[config.mk]
export PLATFORM = sky130hd
export DESIGN_NAME = ccc_lock_reset_seq
export DESIGN_NICKNAME = d
export VERILOG_FILES = /design/src/rtl/ccc_lock_reset_seq.sv
export SDC_FILE = /design/constraint.sdc
export NUM_CORES = 1
export LEC_CHECK = 0
export CELL_PAD_IN_SITES_DETAIL_PLACEMENT = 0
export CELL_PAD_IN_SITES_GLOBAL_PLACEMENT = 2
export CORE_MARGIN = 5
export CORE_UTILIZATION = 37
export CTS_BUF_LIST = sky130_fd_sc_hd__clkbuf_4
export CTS_CLUSTER_DIAMETER = 120
export CTS_CLUSTER_SIZE = 20
export DETAILED_ROUTE_END_ITERATION = 16
export PLACE_DENSITY = 0.89
export REMOVE_ABC_BUFFERS = 1
export SLEW_MARGIN = 10
export SYNTH_ARGS = -nofsm -noshare
export SYNTH_HDL_FRONTEND = slang
export SYNTH_SLANG_ARGS = --single-unit
[constraint.sdc]
create_clock -name FAB_CLK -period 3.6 [get_ports FAB_CLK]
set_clock_uncertainty 0.2 [all_clocks]
set_input_delay 0.72 -clock FAB_CLK [delete_from_list [all_inputs] [get_ports FAB_CLK]]
set_output_delay 0.72 -clock FAB_CLK [all_outputs]
set_load 0.05 [all_outputs]
[src/rtl/ccc_lock_reset_seq.sv]
// ccc_lock_reset_seq: waits for stable CCC lock, releases core then periph reset, logs lock loss.
// Define LOCK_LOSS_CNT_EN to keep the saturating LOSS_COUNT register; otherwise LOSS_COUNT is tied to zero.
module ccc_lock_reset_seq #(
    parameter int unsigned STABLE_CYCLES = 1024,
    parameter int unsigned STAGE_GAP     = 8,
    parameter int unsigned HOLD_CYCLES   = 16
) (
    input  logic       FAB_CLK,
    input  logic       M2F_RESET_N,
    input  logic       FAB_LOCK,
    input  logic       MSS_LOCK,
    input  logic       CLR_LOST,
    output logic       CORE_RESET_N,
    output logic       PERIPH_RESET_N,
    output logic       READY,
    output logic       LOCK_LOST,
    output logic [7:0] LOSS_COUNT,
    output logic [2:0] STATE
);
    typedef enum logic [2:0] {
        WAIT_LOCK = 3'd0,
        STABILIZE = 3'd1,
        RELEASE   = 3'd2,
        RUN       = 3'd3,
        FAULT     = 3'd4
    } state_t;

    localparam logic [15:0] STABLE_LAST = 16'(STABLE_CYCLES - 1);
    localparam logic [15:0] GAP_LAST    = 16'(STAGE_GAP - 1);
    localparam logic [15:0] HOLD_LAST   = 16'(HOLD_CYCLES - 1);

    state_t      state, nxt;
    logic [1:0]  sync;
    logic [15:0] cnt;
    logic        lock_s, loss;

    assign lock_s = sync[1];
    assign loss   = !lock_s && (state == RELEASE || state == RUN);
    assign STATE  = state;

    always_comb begin
        nxt = FAULT;
        case (state)
            WAIT_LOCK: nxt = lock_s ? STABILIZE : WAIT_LOCK;
            STABILIZE: nxt = !lock_s ? WAIT_LOCK : (cnt == STABLE_LAST) ? RELEASE : STABILIZE;
            RELEASE:   nxt = !lock_s ? FAULT : (cnt == GAP_LAST) ? RUN : RELEASE;
            RUN:       nxt = lock_s ? RUN : FAULT;
            FAULT:     nxt = (cnt == HOLD_LAST) ? WAIT_LOCK : FAULT;
            default:   nxt = FAULT;
        endcase
    end

    // Outputs decode the next state so they are registered alongside it.
    always_ff @(posedge FAB_CLK or negedge M2F_RESET_N) begin
        if (!M2F_RESET_N) begin
            sync           <= '0;
            state          <= WAIT_LOCK;
            cnt            <= '0;
            CORE_RESET_N   <= 1'b0;
            PERIPH_RESET_N <= 1'b0;
            READY          <= 1'b0;
            LOCK_LOST      <= 1'b0;
        end else begin
            sync           <= {sync[0], FAB_LOCK & MSS_LOCK};
            state          <= nxt;
            cnt            <= (nxt == state) ? cnt + 16'd1 : '0;
            CORE_RESET_N   <= nxt == RELEASE || nxt == RUN;
            PERIPH_RESET_N <= nxt == RUN;
            READY          <= nxt == RUN;
            LOCK_LOST      <= loss | (LOCK_LOST & !CLR_LOST);
        end
    end

`ifdef LOCK_LOSS_CNT_EN
    always_ff @(posedge FAB_CLK or negedge M2F_RESET_N) begin
        if (!M2F_RESET_N)
            LOSS_COUNT <= '0;
        else if (loss && LOSS_COUNT != 8'hff)
            LOSS_COUNT <= LOSS_COUNT + 8'd1;
    end
`else
    assign LOSS_COUNT = 8'd0;
`endif
endmodule

* Word level (Yosys, flattened, before mapping)
Index checks and enable logic that the tools add are counted.
** Storage, ports and cells
- Register bits :: 24
- Logic and storage cells :: 35
- Input bits :: 5
- Output and inout port bits :: 15
** Cells by class
- Add/sub/neg operators :: 1
- Bitwise logic cells :: 3
- Reduce and logical (&&, ||, !) cells :: 6
- Mux-type cells :: 9
- Equality and inequality tests :: 10
** Operators with widths (number)
- 16-bit by 1-bit adder with 16-bit output, second input constant :: 1
- 16-bit by 10-bit == test with 1-bit output, second input constant :: 1
- 16-bit by 3-bit == test with 1-bit output, second input constant :: 1
- 16-bit by 4-bit == test with 1-bit output, second input constant :: 1
- 16-bit two-way mux :: 1
- 3-bit case mux with 5 select lines :: 1
- 3-bit by 2-bit == test with 1-bit output, second input constant :: 4
- 3-bit two-way mux :: 3
- 2-bit two-way mux :: 2
- 3-bit by 1-bit == test with 1-bit output, second input constant :: 1
- 3-bit == test :: 1
- 3-bit == test, second input constant :: 1
- 3-bit logical NOT :: 1
- 1-bit AND :: 2
- 1-bit logical NOT :: 2
- 1-bit logical OR :: 2
- 1-bit two-way mux :: 2
- 1-bit logical AND :: 1
- 1-bit bitwise OR :: 1

* Longest topological paths before layout
- Depth in word-level cells :: 6
- Gate-level depth with buffers :: 7
- Gate-level depth less buffers :: 6

* Least setup slack after synthesis
Ideal clock, no wire load.
- Path type :: register to register
- Start point :: register cnt[0]
- End point :: register cnt[12]
- Data required time :: 3.331 ns
- Clock period less this slack :: 2.062 ns
- Setup time :: 0.069 ns
- Stages on the path, launching flop included :: 8
- Arrival time :: 1.793 ns
- Path buffers :: 1
- Setup slack :: 1.538 ns
- Cell sequence :: dfrtp_1 -> ha_1 -> and3_4 -> nand3_4 -> nor4_2 -> or4_1 -> buf_6 -> nor2_2
** On the way
- Word-level cells in the longest chain between the ends :: 6
- Elaborated cells between the ends (all ways) :: 12
- Classes of those cells :: add/sub: 1; eq/ne: 4; mux: 7
** RTL lines
- from (decl) :: line 34 : logic [15:0] cnt;
- from (signal assigned) :: line 66 : cnt <= (nxt == state) ? cnt + 16'd1 : '0;
- 16-bit by 3-bit == test with 1-bit output / 16-bit by 10-bit == test with 1-bit output (equally long branches) :: line 46, 45
- 1-bit two-way mux / 2-bit two-way mux (equally long branches) :: line 46, 45
- 3-bit two-way mux / 2-bit two-way mux (equally long branches) :: line 46, 45
- 3-bit case mux with 5 select lines :: line 43 : case (state)
- 3-bit == test :: line 66
- 16-bit two-way mux (*) :: line 66
Every way passes the cells marked *; elsewhere a longest branch is shown, timed or not.

* Worst setup path in the final report
- Start point :: register state[1], in the netlist STATE[1]
- End point :: output STATE[1]
** RTL lines
- from (decl) :: line 32 : state_t state, nxt;
- from (signal assigned) :: line 65 : state <= nxt;
- to (decl) :: line 18 : output logic [2:0] STATE
No word-level cell between the ends.

==> impl_metrics.json <==
{
  "status": "completed",
  "rsz0062_at_grt": "no",
  "post-cts-setup-buffer-count": 0,
  "num-nets-final": 141,
  "p_total_mw": 0.570,
  "startpoint_type": "flip-flop",
  "synth_area_per_cell_um2": 10.3,
  "cts_tree": "built",
  "grt.total_usage": 0.116,
  "initialDrtViolationCount": 22,
  "routabilityCongestion": 0.700,
  "tightest_slew_ns": 0.614,
  "ys.flop_type": "dfrtp_1",
  "core-area_um2": 3310,
  "max_stage_delay_ns": 0.85,
  "synth_seq_area_share": 0.476,
  "period_needed_ns": 2.59,
  "io_pins": 20,
  "layout_common_cells": "dfrtp_1, nor2_1, clkdlybuf4s50_1, nand2_1",
  "fmax_mhz": 386,
  "ant_nets": 0,
  "initial_core_util": 0.381,
  "arrival_ns": 1.67,
  "cts_sinks": 24,
  "die_area_um2": 4680,
  "route.detailed.drc": 0,
  "crit_type": "reg -> out",
  "hold_class": "reg -> reg",
  "dp_cells": 176,
  "slew_headroom": 0.590,
  "critical_path_required_ns": 2.68,
  "cts_resized": 0,
  "maxSlewViolCount": 0,
  "numCtsBuffers": 3,
  "fp.dieW_um": 68.4,
  "syn-cell-area_um2": 1260,
  "synth_cell_types": 35,
  "fin_area_um2": 1430,
  "root_buffer": "clkbuf_4",
  "synth_top_family_by_area": "simple AND/OR/NAND/NOR gates",
  "muxShareOfSynthArea": 0,
  "fin_setup_tns_ns": 0,
  "worst-path-buf-inv": 1,
  "worstSkewPairLatency_ns": 0.32,
  "post-route-period-util": 0.720,
  "maxCapViolCount": 0,
  "crit_chain": "clkdlybuf4s50_1",
  "wl_um": 2210,
  "grt.overflow.total": 0,
  "irDropWorstVdd_mv": 0.128,
  "clkTransAtPathRegs_ns": 0.13,
  "synth-simple-area-share": 0.295,
  "leakagePower_nw": 0.586,
  "die_h_um": 68.4,
  "place_hpwl_um": 1620,
  "cts.path.max_buffers": 2,
  "stdcell_count": 180,
  "wl_per_cell_um": 12.3,
  "grt_pass1_wl_um": 3930,
  "dr.pass1.iters": 4,
  "crit_family": "buffers and inverters",
  "diodes": 0,
  "setup_viol": 0,
  "p_per_area_nw_per_um2": 399,
  "synthCells": 123,
  "vias_per_cell": 4.70,
  "cts_htree_levels": 1,
  "synth_compound_area_frac": 0.0307,
  "antenna_found_initial": 0,
  "area_growth_syn_to_layout_pct": 13.2,
  "grt_max_degree": 25,
  "async_flop_share": 1.00,
  "mostFrequentLayoutCell": "dfrtp_1",
  "grt_pass1_vias": 865,
  "num_rows": 21,
  "yosysWarnings": 0,
  "via_count": 846,
  "ys_ff_latch": 24,
  "slowest_stage": "clkdlybuf4s50_1",
  "drive_gt1_frac": 0.157,
  "synth_xor_area_frac": 0.104,
  "synth_edf_count": 0,
  "cp-end-kind": "output pin",
  "dpl-instance-area_um2": 1380,
  "synth-adder-area-share": 0.00991,
  "port-buffer-count": 11,
  "final-hold-violation-count": 0,
  "postCtsHoldBufs": 0,
  "crit_fanout": 6
}
-- synth_stat cells, types with 3 or more instances --
master / number / area, um^2
buf_4: 9 / 67.6
dfrtp_1: 24 / 601
inv_1: 4 / 15.0
nand2_1: 9 / 33.8
nand3_1: 5 / 25.0
nand4_1: 3 / 18.8
nor2_1: 13 / 48.8
nor2_2: 8 / 50.1
nor3_1: 4 / 20.0
xnor2_1: 8 / 70.1
xor2_1: 7 / 61.3
-- registers in the layout, indices dropped and copies added (netlist names) --
name and flops:
sync 2, cnt 16, STATE 3, CORE_RESET_N 1, READY 1, LOCK_LOST 1
-- layer usage --
layer / global-route usage / wire length [um] / up-vias
met5: 0 / 0 / -
met3: 0.0246 / 67 / 4
met2: 0.184 / 1050 / 12
li1: - / - / 419
met1: 0.141 / 1030 / 411
met4: 0.0744 / 59 / 0
-- report_power, final --
part	internal (mW)	switching, mW
Sequential	0.283	0.0163
Clock	0.113	0.0826
Combinational	0.0232	0.0516
-- metrics by stage --
step           utilization  setup slack, ns  hold WS, ns
6_report             0.432             1.01        0.164
5_1_grt              0.432            0.942        0.174
4_1_cts              0.432            0.999        0.167
3_5_place_dp         0.416             1.25        0.136
3_3_place_gp         0.416             1.28        0.133
2_1_floorplan            -             1.37        0.131
-- cells by family (layout without fill, tap and decap cells) --
group | Yosys count | after routing
AOI/OAI and AO/OA | 6 | 6
xor gates and xnor gates | 15 | 15
adders and majority gates | 1 | 1
buffers and inverters | 16 | 20
DFF | 24 | 24
other | 1 | 8
and+or+nand+nor | 60 | 60
-- worst paths after layout --
| check | from | endpoint | slack, ns | cells past startpoint |
|---|---|---|---|---|
| max | STATE[1]$_DFF_PN0_ | STATE[1] | 1.01 | 1 |
| min | sync[0]$_DFF_PN0_ | sync[1]$_DFF_PN0_ | 0.16 | 0 |
| max reg2reg | cnt[0]$_DFF_PN0_ | cnt[14]$_DFF_PN0_ | 1.23 | 6 |
| min reg2reg | sync[0]$_DFF_PN0_ | sync[1]$_DFF_PN0_ | 0.16 | 0 |
| max in group asynchronous | M2F_RESET_N | cnt[7]$_DFF_PN0_ | 2.43 | 2 |
| min in group asynchronous | M2F_RESET_N | cnt[2]$_DFF_PN0_ | 0.53 | 2 |
-- layout make-up --
cell class	instances	area, um^2
multi-input cells	90	586
repair buffers	12	118
flip-flops and latches	24	601
clock buffers	3	22.5
fillers	345	1880
clock inverters	1	30.0
inverters	4	15.0
well taps	46	57.6
Power figures use the tool's default switching activity.
